**config.mk**
```make
export PLATFORM = sky130hd
export DESIGN_NAME = mips_wb_queue_flat
export DESIGN_NICKNAME = d
export VERILOG_FILES = /design/src/rtl/mips_pkg.sv /design/src/rtl/mips_wb_queue_if.sv /design/src/rtl/mips_wb_match.sv /design/src/rtl/mips_wb_queue.sv /design/src/flat_wrapper.sv
export SDC_FILE = /design/constraint.sdc
export NUM_CORES = 1
export LEC_CHECK = 0
export CAP_MARGIN = 40
export CORE_ASPECT_RATIO = 0.6
export CORE_UTILIZATION = 55
export DETAILED_ROUTE_END_ITERATION = 12
export GPL_TIMING_DRIVEN = 0
export PLACE_DENSITY = 0.78
export SYNTH_ARGS = -nofsm -noshare
export SYNTH_HDL_FRONTEND = slang
export SYNTH_SLANG_ARGS = --single-unit
```
**constraint.sdc**
```tcl
create_clock -name clk -period 2.8 [get_ports clk]
set_clock_uncertainty 0.1 [all_clocks]
set_input_delay 0.56 -clock clk [delete_from_list [all_inputs] [get_ports clk]]
set_output_delay 0.56 -clock clk [all_outputs]
set_load 0.02 [all_outputs]
```
**src/rtl/mips_pkg.sv**
```systemverilog
// Shared MIPS write-back types: register/data widths, the $zero index and the queue entry.
package mips_pkg;
    localparam int DATA_W = 32;
    localparam int ADDR_W = 5;

    localparam logic [ADDR_W-1:0] REG_ZERO = '0;

    typedef struct packed {
        logic [ADDR_W-1:0] dst;
        logic [DATA_W-1:0] data;
    } wb_entry_t;
endpackage

```
**src/rtl/mips_wb_queue_if.sv**
```systemverilog
// Producer, register-file write port and hazard-check signals of the write-back queue.
// MIPS_WB_BYPASS_EN adds the forwarding value outputs.
interface mips_wb_queue_if;
    import mips_pkg::*;

    logic              in_valid;
    logic              in_ready;
    logic [ADDR_W-1:0] in_reg;
    logic [DATA_W-1:0] in_data;
    logic              read_req;
    logic              reg_write;
    logic [ADDR_W-1:0] write_reg;
    logic [DATA_W-1:0] write_data;
    logic [ADDR_W-1:0] chk_reg_1;
    logic [ADDR_W-1:0] chk_reg_2;
    logic              hit_1;
    logic              hit_2;
    logic              busy;
`ifdef MIPS_WB_BYPASS_EN
    logic              fwd_valid_1;
    logic              fwd_valid_2;
    logic [DATA_W-1:0] fwd_data_1;
    logic [DATA_W-1:0] fwd_data_2;
`endif

    modport master (
        output in_valid, in_reg, in_data, read_req, chk_reg_1, chk_reg_2,
        input  in_ready, reg_write, write_reg, write_data, hit_1, hit_2, busy
`ifdef MIPS_WB_BYPASS_EN
        , input fwd_valid_1, fwd_valid_2, fwd_data_1, fwd_data_2
`endif
    );

    modport slave (
        input  in_valid, in_reg, in_data, read_req, chk_reg_1, chk_reg_2,
        output in_ready, reg_write, write_reg, write_data, hit_1, hit_2, busy
`ifdef MIPS_WB_BYPASS_EN
        , output fwd_valid_1, fwd_valid_2, fwd_data_1, fwd_data_2
`endif
    );
endinterface

```
**src/rtl/mips_wb_match.sv**
```systemverilog
// Associative lookup of one source register against the queued entries (oldest first)
// and the in-flight write; reports a hit and the youngest matching value.
module mips_wb_match
    import mips_pkg::*;
#(
    parameter int DEPTH = 4
) (
    input  wb_entry_t         i_entries [DEPTH],
    input  logic [DEPTH-1:0]  i_valid,
    input  logic              i_wr_en,
    input  logic [ADDR_W-1:0] i_wr_reg,
    input  logic [DATA_W-1:0] i_wr_data,
    input  logic [ADDR_W-1:0] i_chk_reg,
    output logic              o_hit,
    output logic [DATA_W-1:0] o_data
);
    // In-flight write is oldest; later queue matches overwrite it so the youngest wins.
    always_comb begin
        o_hit  = 1'b0;
        o_data = '0;
        if (i_chk_reg != REG_ZERO) begin
            if (i_wr_en && (i_wr_reg == i_chk_reg)) begin
                o_hit  = 1'b1;
                o_data = i_wr_data;
            end
            for (int k = 0; k < DEPTH; k++) begin
                if (i_valid[k] && (i_entries[k].dst == i_chk_reg)) begin
                    o_hit  = 1'b1;
                    o_data = i_entries[k].data;
                end
            end
        end
    end
endmodule

```
**src/rtl/mips_wb_queue.sv**
```systemverilog
// Write-back FIFO between execute units and the register-file write port, with hazard lookup.
// Optional MIPS_WB_BYPASS_EN: exports the youngest pending value for forwarding.
module mips_wb_queue
    import mips_pkg::*;
#(
    parameter int DEPTH = 4
) (
    input  logic            clk,
    input  logic            rst_n,
    mips_wb_queue_if.slave  bus
);
    localparam int PTR_W = $clog2(DEPTH);
    localparam int CNT_W = PTR_W + 1;

    wb_entry_t        r_mem [DEPTH];
    logic [PTR_W-1:0] r_wr_ptr;
    logic [PTR_W-1:0] r_rd_ptr;
    logic [CNT_W-1:0] r_count;
    logic             r_reg_write;
    logic [ADDR_W-1:0] r_write_reg;
    logic [DATA_W-1:0] r_write_data;

    logic             w_push;
    logic             w_pop;
    wb_entry_t        w_age [DEPTH];
    logic [DEPTH-1:0] w_vld;
    logic [DATA_W-1:0] w_fwd_data_1;
    logic [DATA_W-1:0] w_fwd_data_2;

    assign bus.in_ready = (r_count < CNT_W'(DEPTH));
    // Writes to $zero complete the handshake but are dropped.
    assign w_push = bus.in_valid && bus.in_ready && (bus.in_reg != REG_ZERO);
    assign w_pop  = (r_count != '0) && !bus.read_req;

    always_ff @(posedge clk) begin
        if (w_push) r_mem[r_wr_ptr] <= '{dst: bus.in_reg, data: bus.in_data};
    end

    always_ff @(posedge clk or negedge rst_n) begin
        if (!rst_n) begin
            r_wr_ptr     <= '0;
            r_rd_ptr     <= '0;
            r_count      <= '0;
            r_reg_write  <= 1'b0;
            r_write_reg  <= '0;
            r_write_data <= '0;
        end else begin
            if (w_push) r_wr_ptr <= r_wr_ptr + 1'b1;
            if (w_pop)  r_rd_ptr <= r_rd_ptr + 1'b1;
            case ({w_push, w_pop})
                2'b10:   r_count <= r_count + 1'b1;
                2'b01:   r_count <= r_count - 1'b1;
                default: r_count <= r_count;
            endcase
            r_reg_write <= w_pop;
            if (w_pop) begin
                r_write_reg  <= r_mem[r_rd_ptr].dst;
                r_write_data <= r_mem[r_rd_ptr].data;
            end
        end
    end

    // Rotate storage into age order (index 0 = head) for the lookups.
    always_comb begin
        for (int k = 0; k < DEPTH; k++) begin
            w_age[k] = r_mem[r_rd_ptr + PTR_W'(k)];
            w_vld[k] = (CNT_W'(k) < r_count);
        end
    end

    mips_wb_match #(.DEPTH(DEPTH)) u_match_1 (
        .i_entries (w_age),
        .i_valid   (w_vld),
        .i_wr_en   (r_reg_write),
        .i_wr_reg  (r_write_reg),
        .i_wr_data (r_write_data),
        .i_chk_reg (bus.chk_reg_1),
        .o_hit     (bus.hit_1),
        .o_data    (w_fwd_data_1)
    );

    mips_wb_match #(.DEPTH(DEPTH)) u_match_2 (
        .i_entries (w_age),
        .i_valid   (w_vld),
        .i_wr_en   (r_reg_write),
        .i_wr_reg  (r_write_reg),
        .i_wr_data (r_write_data),
        .i_chk_reg (bus.chk_reg_2),
        .o_hit     (bus.hit_2),
        .o_data    (w_fwd_data_2)
    );

    assign bus.reg_write  = r_reg_write;
    assign bus.write_reg  = r_write_reg;
    assign bus.write_data = r_write_data;
    assign bus.busy       = (r_count != '0) || r_reg_write;

`ifdef MIPS_WB_BYPASS_EN
    assign bus.fwd_valid_1 = bus.hit_1;
    assign bus.fwd_valid_2 = bus.hit_2;
    assign bus.fwd_data_1  = w_fwd_data_1;
    assign bus.fwd_data_2  = w_fwd_data_2;
`else
    logic w_unused_fwd;
    assign w_unused_fwd = ^{w_fwd_data_1, w_fwd_data_2};
`endif
endmodule
```
**src/flat_wrapper.sv**
```systemverilog
// flat-port wrapper written by rule: the top's interface ports become plain ports
module mips_wb_queue_flat import mips_pkg::*;
#(
    parameter int DEPTH = 4
)
  (clk, rst_n, bus_in_valid, bus_in_reg, bus_in_data, bus_read_req, bus_chk_reg_1, bus_chk_reg_2, bus_in_ready, bus_reg_write, bus_write_reg, bus_write_data, bus_hit_1, bus_hit_2, bus_busy);
  mips_wb_queue_if bus_i ();
  input  logic clk;
  input  logic rst_n;
  input wire logic [$bits(bus_i.in_valid)-1:0] bus_in_valid;
  input wire logic [$bits(bus_i.in_reg)-1:0] bus_in_reg;
  input wire logic [$bits(bus_i.in_data)-1:0] bus_in_data;
  input wire logic [$bits(bus_i.read_req)-1:0] bus_read_req;
  input wire logic [$bits(bus_i.chk_reg_1)-1:0] bus_chk_reg_1;
  input wire logic [$bits(bus_i.chk_reg_2)-1:0] bus_chk_reg_2;
  output wire logic [$bits(bus_i.in_ready)-1:0] bus_in_ready;
  output wire logic [$bits(bus_i.reg_write)-1:0] bus_reg_write;
  output wire logic [$bits(bus_i.write_reg)-1:0] bus_write_reg;
  output wire logic [$bits(bus_i.write_data)-1:0] bus_write_data;
  output wire logic [$bits(bus_i.hit_1)-1:0] bus_hit_1;
  output wire logic [$bits(bus_i.hit_2)-1:0] bus_hit_2;
  output wire logic [$bits(bus_i.busy)-1:0] bus_busy;
  assign bus_i.in_valid = bus_in_valid;
  assign bus_i.in_reg = bus_in_reg;
  assign bus_i.in_data = bus_in_data;
  assign bus_i.read_req = bus_read_req;
  assign bus_i.chk_reg_1 = bus_chk_reg_1;
  assign bus_i.chk_reg_2 = bus_chk_reg_2;
  assign bus_in_ready = bus_i.in_ready;
  assign bus_reg_write = bus_i.reg_write;
  assign bus_write_reg = bus_i.write_reg;
  assign bus_write_data = bus_i.write_data;
  assign bus_hit_1 = bus_i.hit_1;
  assign bus_hit_2 = bus_i.hit_2;
  assign bus_busy = bus_i.busy;
  mips_wb_queue #(.DEPTH(DEPTH)) u_core (.clk(clk), .rst_n(rst_n), .bus(bus_i));
endmodule
```
==> reports/qor.yml <==
outcome: "finished with violations"
violations: "setup timing"
maxSlewViolCount: 0
grt_overflow: 0
placed_cell_area_sq_um: 9400
die_area_sq_um: 15500
synthTopCellsByArea: "edfxtp_1, mux4_2, dfrtp_1, mux2_2, xnor2_1"
drtIter0Drc: 396
cp.arrival_ns: 2.64
power.density_nw_per_um2: 1060
dieHeight_um: 96.7
routabilityCongestion: 0.893
synthCells: 434
leakagePower_nw: 3.48
io_pins: 93
timing.hold.ws_ns: 0.0216
wl_per_cell_um: 22.5
place_hpwl_mm: 11.2
nets: 604
synth-seq-cells: 193
antennaDiodeCount: 0
core-area_sq_um: 14500
crit_required_ns: 2.14
max-vdd-ir-drop_v: 0.000489
fillCellCount: 943
cp-start-kind: "flip-flop"
fin_crit_sh: 1.18
wl_mm: 17.0
grt_pass1_wl_mm: 27.0
initial_core_util: 0.566
synthToLayoutAreaGrowth_pct: 22.8
ant_nets: 0
reg2reg_slack_ns: 0.30
avgSynthCellArea_sq_um: 19.0
ys_seq_area_frac: 0.677
cts.htree.levels: 4
grt_pass1_vias: 4678
worstSkewPairLatency_ns: 0.43
path_clk_slew_ns: 0.08
synth_cell_types: 31
end_kind: "output pin"
design_area_sq_um: 10100
ff2ff_path_depth: 5
min_period_ns: 3.30
clockBufferDepth: 2
grt_max_degree: 29
r2r_start: "u_core.r_count[0]"
root_buffer: "clkbuf_16"
first_pass_iters: 5
cts_made_buffers: 17
rows: 34
syn-cell-area_sq_um: 8230
fin_ws_ns: -0.501
die-width_um: 160
cp_max_fo: 10
antenna_found_initial: 0
setup_violations: 2
largest_register_ffs: 148
multiInputGateArea_sq_um: 2590
grt.total_usage: 0.241
synth_top_area_cell: "edfxtp_1"
finalSetupTns_ns: -0.938
min_path_type: "in2async"
slew_headroom: 0.398
worstSetupPathType: "reg2out"
viasPerCell: 5.89
syn_nets: 494
tightest_slew_ns: 0.903
rsz0062_at_grt: "true"
clkSinkCount: 193
ff_latch_area_sq_um: 5570
fmax_mhz: 303
cts_tree: "done"
maxCapViolations: 0
fin_util: 0.695
place_worst_setup_slack_ns: -0.690
yosysTopAreaCellShare: 0.540
num_vias: 4446
hold_viol_final: 0
yosys_warnings: 0
drc: 0
drive_above_1_share: 0.285
port_buffers: 82
rr_endpoint: "u_core.bus.write_data[19]"
-- cell usage after synthesis, drive strengths merged --
library cell and number:
a22oi 1, a311oi 1, inv 6, clkbuf 13, nor2 4, a31oi 2, ha 9, o311a 1
a21oi 4, or4 1, nand2 4, edfxtp 148, and2 4, nor4 3, buf 13, xnor2 36
nand4 7, dfrtp 45, nand3 1, a211oi 1, clkinv 1, nand3b 1, mux4 52, or3 1
mux2i 4, nor3 9, xor2 20, mux2 38, o21ai 4
-- report_power, final --
group	switching, mW	leakage, nW	internal [mW]
combinational	2.07	1.33	2.22
clock	1.18	0.284	1.20
sequential	0.340	1.87	3.74
total	3.59	3.48	7.16
-- worst max-delay path: stages, from the launching register on --
cell	delay (ns)
dfrtp_2	0.42
buf_12	0.16
mux4_2	0.54
xnor2_1	0.23
nand4_1	0.21
nor3_2	0.21
nor3_1	0.10
a21oi_1	0.18
buf_2	0.18
-- per-stage QoR --
stage | cells | total power, mW
floorplan | 434 | 6.83
global placement | 714 | 8.10
detailed placement | 719 | 8.26
CTS | 755 | 10.8
global route | 755 | 11.3
finish | 755 | 10.8
-- kinds of logic after synthesis --
logic type / after synthesis / share of synthesized area
AOI/OAI and AO/OA: 14 / 0.0105
xor gates and xnor gates: 56 / 0.0596
adders and majority gates: 9 / 0.0137
buffers and inverters: 33 / 0.0170
DFF: 193 / 0.677
muxes: 94 / 0.199
and+or+nand+nor: 35 / 0.0230
-- area by class of cell --
type                       instances  share of cell area
inverter                           7             0.00260
tap                              198              0.0245
timing repair buffer              91              0.0932
buffer                            26              0.0141
multi-input combinational        208               0.256
clock inverter                    14              0.0155
sequential                       193               0.551
clock buffer                      18              0.0425
-- layer usage --
layer  wire length (um)  global-route usage  share of wire  vias to the layer above
li1                   -                   -              -                     1929
met1               7470               0.347           0.44                     2329
met2               8070               0.369           0.48                      175
met3               1280              0.0626          0.075                       13
met4                161              0.0674         0.0095                        0
met5                  0                   0              0                        -
-- cells in the final DEF (no fill, tap or decap), types with 6 or more instances in the layout --
cell and instances:
clkbuf_16 17, clkbuf_1 13, edfxtp_1 148, xnor2_2 6, xnor2_1 30, buf_2 6, clkdlybuf4s50_1 79, mux4_2 52
mux2_2 38, nor3_1 6, xor2_1 20, buf_12 6, dfrtp_1 44, nand4_1 7, buf_4 8, inv_1 6
ha_1 9
-- worst max-delay path by stage --
stage,start,to,slack (ns)
after floorplan,u_core.r_rd_ptr[0],bus_hit_1,0.06
after global placement,bus_in_reg[1],u_core.r_mem[2][0],-0.99
after detailed placement,u_core.r_rd_ptr[1],bus_hit_1,-0.69
after CTS,u_core.r_rd_ptr[0],bus_hit_1,-0.42
after global routing,u_core.r_rd_ptr[0],bus_hit_1,-0.60
final,u_core.r_rd_ptr[0],bus_hit_2,-0.50
-- what timing repair did --
item / in CTS / in global routing
setup endpoints to repair: 2 / 3
pin swaps: 0 / 1
hold buffers: 0 / 0
buffers inserted: 4 / 0
resized for setup: 29 / 4
Note: power is estimated with default switching activity, not from simulation.
